File: src/rtl/ddr_pkg.sv
`default_nettype none
// ============================================================================
// Module      : ddr_pkg
// Description : Shared types and constants for the DDR write burst engine.
// Revision    : 1.0 - initial release
// ============================================================================
package ddr_pkg;

    typedef enum logic [2:0] {
        ST_IDLE      = 3'd0,
        ST_WAIT_DATA = 3'd1,
        ST_AW        = 3'd2,
        ST_W         = 3'd3,
        ST_B         = 3'd4,
        ST_DONE      = 3'd5,
        ST_COOL      = 3'd6
    } state_t;

    // Bytes per beat for the default 256-bit data path.
    localparam int BYTES = 32;

    localparam logic [1:0] AXI_BURST_FIXED = 2'b00;
    localparam logic [1:0] AXI_BURST_INCR  = 2'b01;
    localparam logic [1:0] AXI_BURST_WRAP  = 2'b10;

    function automatic int bytes_per_beat(input int data_width);
        return data_width / 8;
    endfunction

endpackage
`default_nettype wire

File: src/rtl/ddr_wr_burst.sv
`default_nettype none
// ============================================================================
// Module      : ddr_wr_burst
// Description : Drains a pixel FIFO into DDR as AXI4 INCR write bursts.
// Revision    : 1.0 - initial release
// ============================================================================
module ddr_wr_burst
    import ddr_pkg::*;
#(
    parameter int ADDR_WIDTH     = 30,
    parameter int WR_NUM_WIDTH   = 16,
    parameter int DATA_WIDTH     = 256,
    parameter int BURST_LEN      = 16,
    parameter int FIFO_CNT_WIDTH = 10
) (
    input  logic                      clk,
    input  logic                      rst_n,

    input  logic                      wr_addr_valid,
    input  logic [ADDR_WIDTH-1:0]     wr_ddr_addr,
    input  logic [WR_NUM_WIDTH-1:0]   wr_ddr_num,
    output logic                      wr_ddr_done,

    input  logic [FIFO_CNT_WIDTH-1:0] fifo_rd_cnt,
    input  logic [DATA_WIDTH-1:0]     fifo_dout,
    output logic                      fifo_rd_en,

    output logic [ADDR_WIDTH-1:0]     m_awaddr,
    output logic [7:0]                m_awlen,
    output logic                      m_awvalid,
    input  logic                      m_awready,

    output logic [DATA_WIDTH-1:0]     m_wdata,
    output logic [DATA_WIDTH/8-1:0]   m_wstrb,
    output logic                      m_wlast,
    output logic                      m_wvalid,
    input  logic                      m_wready,

    input  logic                      m_bvalid,
    output logic                      m_bready,

    output logic                      busy
);

    localparam int LEN_W      = $clog2(BURST_LEN + 1);
    localparam int BEAT_BYTES = bytes_per_beat(DATA_WIDTH);

    state_t                    state;
    state_t                    state_nx;

    logic [ADDR_WIDTH-1:0]     addr;
    logic [WR_NUM_WIDTH-1:0]   rem;
    logic [LEN_W-1:0]          beat;

    logic [LEN_W-1:0]          len;
    logic [WR_NUM_WIDTH-1:0]   rem_after;
    logic [ADDR_WIDTH-1:0]     addr_step;
    logic                      data_ready;
    logic                      w_hs;
    logic                      last_beat;

    // Current burst length; rem is frozen from WAIT_DATA through B, so len is too.
    always_comb begin
        len = rem[LEN_W-1:0];
        if (rem >= WR_NUM_WIDTH'(BURST_LEN)) begin
            len = LEN_W'(BURST_LEN);
        end
    end

    assign rem_after  = rem - WR_NUM_WIDTH'(len);
    assign addr_step  = ADDR_WIDTH'(len) * ADDR_WIDTH'(BEAT_BYTES);
    assign data_ready = 32'(fifo_rd_cnt) >= 32'(len);
    assign w_hs       = (state == ST_W) && m_wready;
    assign last_beat  = (beat == len - LEN_W'(1));

    always_ff @(posedge clk) begin
        if (!rst_n) begin
            state <= ST_IDLE;
        end else begin
            state <= state_nx;
        end
    end

    always_comb begin
        state_nx    = state;
        m_awvalid   = 1'b0;
        m_awaddr    = addr;
        m_awlen     = 8'd0;
        m_wvalid    = 1'b0;
        m_wdata     = '0;
        m_wlast     = 1'b0;
        m_bready    = 1'b0;
        wr_ddr_done = 1'b0;
        busy        = 1'b1;

        case (state)
            ST_IDLE: begin
                busy = 1'b0;
                if (wr_addr_valid) begin
                    state_nx = (wr_ddr_num == '0) ? ST_DONE : ST_WAIT_DATA;
                end
            end
            ST_WAIT_DATA: begin
                if (data_ready) begin
                    state_nx = ST_AW;
                end
            end
            ST_AW: begin
                m_awvalid = 1'b1;
                m_awlen   = 8'(len - LEN_W'(1));
                if (m_awready) begin
                    state_nx = ST_W;
                end
            end
            ST_W: begin
                m_wvalid = 1'b1;
                m_wdata  = fifo_dout;
                m_wlast  = last_beat;
                if (m_wready && last_beat) begin
                    state_nx = ST_B;
                end
            end
            ST_B: begin
                m_bready = 1'b1;
                if (m_bvalid) begin
                    state_nx = (rem_after != '0) ? ST_WAIT_DATA : ST_DONE;
                end
            end
            ST_DONE: begin
                wr_ddr_done = 1'b1;
                state_nx    = ST_COOL;
            end
            ST_COOL: begin
                state_nx = ST_IDLE;
            end
            default: begin
                busy     = 1'b0;
                state_nx = ST_IDLE;
            end
        endcase
    end

    assign fifo_rd_en = m_wvalid & m_wready;
    assign m_wstrb    = '1;

    always_ff @(posedge clk) begin
        if (!rst_n) begin
            addr <= '0;
            rem  <= '0;
            beat <= '0;
        end else begin
            if (state == ST_IDLE && wr_addr_valid) begin
                addr <= wr_ddr_addr;
                rem  <= wr_ddr_num;
            end
            if (w_hs) begin
                beat <= last_beat ? '0 : beat + LEN_W'(1);
            end
            // Address wraps modulo 2^ADDR_WIDTH without any flag.
            if (state == ST_B && m_bvalid) begin
                rem  <= rem_after;
                addr <= addr + addr_step;
            end
        end
    end

endmodule
`default_nettype wire

File: config.mk
export PLATFORM = sky130hd
export DESIGN_NAME = ddr_wr_burst
export DESIGN_NICKNAME = d
export VERILOG_FILES = /design/src/rtl/ddr_pkg.sv /design/src/rtl/ddr_wr_burst.sv
export SDC_FILE = /design/constraint.sdc
export NUM_CORES = 1
export LEC_CHECK = 0
export ABC_AREA = 1
export CAP_MARGIN = 5
export CORE_AREA = 2 2 253 255
export DETAILED_ROUTE_END_ITERATION = 8
export DIE_AREA = 0 0 255 257
export PLACE_DENSITY = 0.31
export SETUP_SLACK_MARGIN = 0.5
export SLEW_MARGIN = 30
export SYNTH_ARGS = -nofsm -noshare
export SYNTH_HDL_FRONTEND = slang
export SYNTH_SLANG_ARGS = --single-unit
File: constraint.sdc
create_clock -name clk -period 5.9 [get_ports clk]
set_clock_uncertainty 0.2 [all_clocks]
set_input_delay 0.59 -clock clk [delete_from_list [all_inputs] [get_ports clk]]
set_output_delay 0.59 -clock clk [all_outputs]
set_load 0.01 [all_outputs]
# Word level (Yosys, flattened, before mapping)
# Cells that the tools add are included.
# totals
output_inout_bits	333
elab_cells	56
input_bits	318
register_bits	54
# op_classes
reduce_logical	10
muxes	22
add_sub_neg	5
n_lt_le_gt_ge	2
bitwise	1
n_eq_ne	12
# ops
cell	count
$mux W256	1
$mux W30	2
$mux W16	2
$add A30 B10 Y30	1
$mux W3	7
$pmux W3 S6	1
$ge A16 B5 Y1 const B	1
$logic_not A16 Y1	1
$reduce_bool A16 Y1	1
$sub A16 B5 Y16	1
$ge A10 B5 Y1	1
$mux W5	2
$eq A3 B3 Y1 const B	3
$mux W8	1
$ne A2 B2 Y1 const B	4
$eq A3 B2 Y1 const B	2
$mux W1	6
$reduce_or A6 Y1	1
$sub A5 B1 Y6 const B	1
$add A5 B1 Y5 const B	1
$eq A5 B5 Y1	1
$reduce_and A5 Y1	1
$sub A5 B1 Y5 const B	1
$logic_and A1 B1 Y1	4
5 further kinds	5

# Logic depth before layout (Yosys ltp)
# depth
word_depth	7
mapped_depth	22
mapped_depth_nobuf	22

# Worst setup path before layout
# No wires, ideal clock.
# synth_path
path_kind	register to register
from	register rem[12]
to	register addr[23], in the netlist m_awaddr[23]
slack_ps	2734
required_time_ps	5629
n_path_buf	1
stages_incl_launch_ff	22
t_arrival_ps	2895
synth_period_minus_slack_ps	3166
path_cell_list	dfxtp_1 -> nor2_1 -> nand2_2 -> nor2_8 -> nand2_4 -> buf_6 -> nor2_1 -> inv_1 -> fa_1 -> inv_1 -> nand3_1 -> nand2_1 -> nand2_1 -> a21oi_1 -> inv_1 -> nor2_2 -> inv_1 -> nor2_2 -> nand2_1 -> o31ai_1 -> nand3_1 -> a21oi_1
# synth_via
elab_chain_len	4
# synth_rtl
element	line_no	source
from (decl)	ddr_wr_burst.sv:52	logic [WR_NUM_WIDTH-1:0] rem;
from (signal assigned)	ddr_wr_burst.sv:154	rem <= wr_ddr_num;
from (signal assigned)	ddr_wr_burst.sv:161	rem <= rem_after;
$ge A16 B5 Y1	ddr_wr_burst.sv:65	if (rem >= WR_NUM_WIDTH'(BURST_LEN)) begin
$mux W5	ddr_wr_burst.sv:65	
$add A30 B10 Y30	ddr_wr_burst.sv:162	addr <= addr + addr_step;
$mux W30	ddr_wr_burst.sv:160	if (state == ST_B && m_bvalid) begin
to (signal assigned)	ddr_wr_burst.sv:153	addr <= wr_ddr_addr;
to (signal assigned)	ddr_wr_burst.sv:162	
to (decl)	ddr_wr_burst.sv:51	logic [ADDR_WIDTH-1:0] addr;
# No other way between the ends.
# A chain may end at the register's enable or synchronous reset.

# Final worst setup path
# layout_path
from	register rem[8]
to	output m_wlast
# layout_via
elab_chain_len	5
# layout_rtl
element	line_no	source
$ge A16 B5 Y1	ddr_wr_burst.sv:65	
$mux W5	ddr_wr_burst.sv:65	
$sub A5 B1 Y5	ddr_wr_burst.sv:74	assign last_beat = (beat == len - LEN_W'(1));
$eq A5 B5 Y1	ddr_wr_burst.sv:74	
$mux W1	ddr_wr_burst.sv:96	case (state)
to (decl)	ddr_wr_burst.sv:35	output logic m_wlast,
# No other way between the ends.

==> flow_summary.yaml <==
setup_path:
  startpoint_type: "flip-flop"
  slowest_stage: "clkdlybuf4s50_1"
  critPathMostFrequentCell: "nand2_1"
  cp_data_required_time_ns: 5.11
  worstSetupPathType: "flip-flop to primary output"
  cpPeakStageDelay_ns: 0.58
  crit_arrival_ns: 3.36
  critPathMaxFanout: 14
  rr_worst_depth: 20
  crit_path_end_kind: "primary output"
  crit_chain: "nor2_2 > nand2_2 > nor2_8 > nand2_4 > nor2_1 > inv_1 > ha_1 > nand3_1 > nand3_1 > nand2_1 > nand2_1 > nand2_1 > nand2_1 > nor2_1 > nand2_1 > nor2_1 > clkdlybuf4s50_1"
routing:
  antenna_left: 0
  drc: 0
  drt_iter0_drc: 423
  vias: 9096
  post_drt_wl_per_cell_um: 20.2
  first_pass_iters: 5
  routed_wirelength_um: 53000
  vias_per_cell: 3.47
die:
  dieArea_um2: 65500
  fp-row-count: 92
  start_util_pct: 9.75
  ioPinCount: 651
  core-area_um2: 62700
  die_h_um: 257
  die_x_um: 255
yosys:
  synth_simple_gate_area_share_pct: 39.8
  synth_top_family_by_area: "simple AND/OR/NAND/NOR gates"
  synth.yosys.seq_area_share_pct: 17.7
  synth_xor_area_share_pct: 1.57
  synthMuxAreaShare_pct: 0
  synth_edf_count: 0
  yosys_register_bits: 54
  synthAdderAreaFrac_pct: 2.99
  synthArstFlopShare_pct: 0
  syn_area_per_cell_um2: 5.16
  ys.flop_type: "dfxtp_1"
  synth.distinct_cells: 43
  synth_area_um2: 6120
  synth_compound_area_share_pct: 10.0
  synth_cells: 1185
  synth_warnings: 0
worst_hold_path:
  whs_path_depth: 1
  hp-class: "flip-flop to flip-flop"
sta:
  worstMarginPinSlew_ns: 0.904
  grt_setup_unrepaired: "no"
  hold_viol: 0
  fin_crit_sh_pct: 70.4
  final_max_slew_viol_count: 0
  setup_tns_ns: 0
  relSlewSlack_pct: 39.4
  min_period_ns: 4.15
  fmax_mhz: 241
  finalSetupViolations: 0
cts:
  cts_tree: "yes"
  cts_buffers: 5
  clock_path_buffers: 2
  clkLatencyLatePin_ns: 0.30
  htree_num_levels: 2
  path_clk_slew_ns: 0.08
  post_cts_buffers: 0
  cts_sinks: 54
  postCtsHoldBufs: 0
  cts-root-buf: "clkbuf_16"
  post_cts_resized: 0
final_layout:
  final_cell_area_um2: 13300
  area_growth_pct: 117
  final_common_cell: "clkdlybuf4s50_1"
  layout-drive-gt1-share_pct: 2.55
  finalNetCount: 2099
  layout_common_cells: "clkdlybuf4s50_1, nor2_1, inv_1"
  fillCellCount: 7218
  instances_no_fill: 2622
power_and_ir_drop:
  leakage_uw: 0.00602
  vdd_drop_max_v: 0.000126
  p_per_area_nw_per_um2: 213
placement:
  placedInstanceArea_um2: 13100
  hpwl_um: 47200
  dp_cells: 2606
  port_buffers: 618
  finalWeightedCongestion: 0.911
global_route:
  grt_pass1_vias: 9097
  grt_max_degree: 135
  antenna_found_initial: 39
  grt_first_pass_wirelength_um: 72000
  grt_overflow_total: 0
  track_usage_pct: 15.5
run_status:
  status: "complete, no violations"
run:
  cap_violations: 0
-- per-stage QoR --
step / setup WS (ns) / utilization [%] / hold WS, ns / total power (uW)
after floorplan: 2.73 / - / 0.266 / 1430
after global placement: 2.07 / 20.9 / 0.290 / 2510
after detailed placement: 2.05 / 20.9 / 0.293 / 2500
after CTS: 1.70 / 21.2 / 0.308 / 2890
after global routing: 1.43 / 21.2 / 0.326 / 3060
final: 1.75 / 21.2 / 0.313 / 2830
-- where the power goes --
| part | internal [uW] | leakage [uW] | switching (uW) |
|---|---|---|---|
| clock | 214 | 0.0000875 | 158 |
| sequential | 432 | 0.000442 | 78.8 |
| combinational | 862 | 0.00549 | 1080 |
-- logic make-up (layout without fill, tap and decap cells) --
| family | Yosys count | after routing |
|---|---|---|
| AND/OR/NAND/NOR | 584 | 584 |
| buffers and inverters | 418 | 970 |
| AO/OA/AOI/OAI | 102 | 102 |
| flip-flops | 54 | 54 |
| adder cells (fa/ha/maj) | 14 | 14 |
| XOR/XNOR | 11 | 11 |
| other | 2 | 41 |
-- sequential cells by signal, indices dropped and copies added (netlist names) --
signal    flops
m_awaddr     30
rem          16
beat          5
state         3
-- worst max-delay path, delay by kind of cell, from the launching register on --
| kind | cells | cell delay (ns) |
|---|---|---|
| flops | 1 | 0.37 |
| simple gates | 14 | 1.73 |
| buf+inv | 2 | 0.69 |
| fa+ha+maj | 1 | 0.25 |
-- routing by layer --
layer | up-vias | wire length [um] | GRT usage [%]
met5 | - | 316 | 0
met4 | 54 | 555 | 1.98
met3 | 78 | 5120 | 6.57
met2 | 331 | 26600 | 27.7
met1 | 4073 | 20400 | 17.4
li1 | 4560 | - | -
-- layout make-up --
type	instances	area [um2]	area share (%)
antenna	8	20.0	0.151
inverter	340	1280	9.65
clock buffer	6	139	1.04
clock inverter	2	38.8	0.292
tap	846	1060	7.96
timing repair buffer	622	6230	46.8
multi-input combinational	744	3450	25.9
sequential	54	1080	8.13
-- cells in the mapped netlist (4+ instances only) --
master	n	area share, %
nand3_1	39	3.2
a221oi_1	7	1.0
clkbuf_1	40	2.5
nor4_1	14	1.4
o21ai_0	29	2.4
nor2_1	331	20
inv_1	331	20
a31oi_1	25	2.6
or2_2	4	0.41
ha_1	13	2.7
o21a_1	4	0.49
nand4_1	8	0.82
dfxtp_1	54	18
xor2_1	10	1.4
nand2_1	157	9.6
buf_4	34	4.2
a21oi_1	21	1.7
nor3_1	7	0.57
nand2_2	6	0.61
nor2_2	8	0.82
inv_2	7	0.43
-- worst paths after layout --
path                  endpoint     from  slack [ns]
setup / recovery       m_wlast   rem[8]        1.75
hold / removal         beat[0]  beat[0]        0.31
setup reg to reg  m_awaddr[23]   rem[8]        2.24
hold reg to reg        beat[0]  beat[0]        0.31
Power figures use the tool's default switching activity.
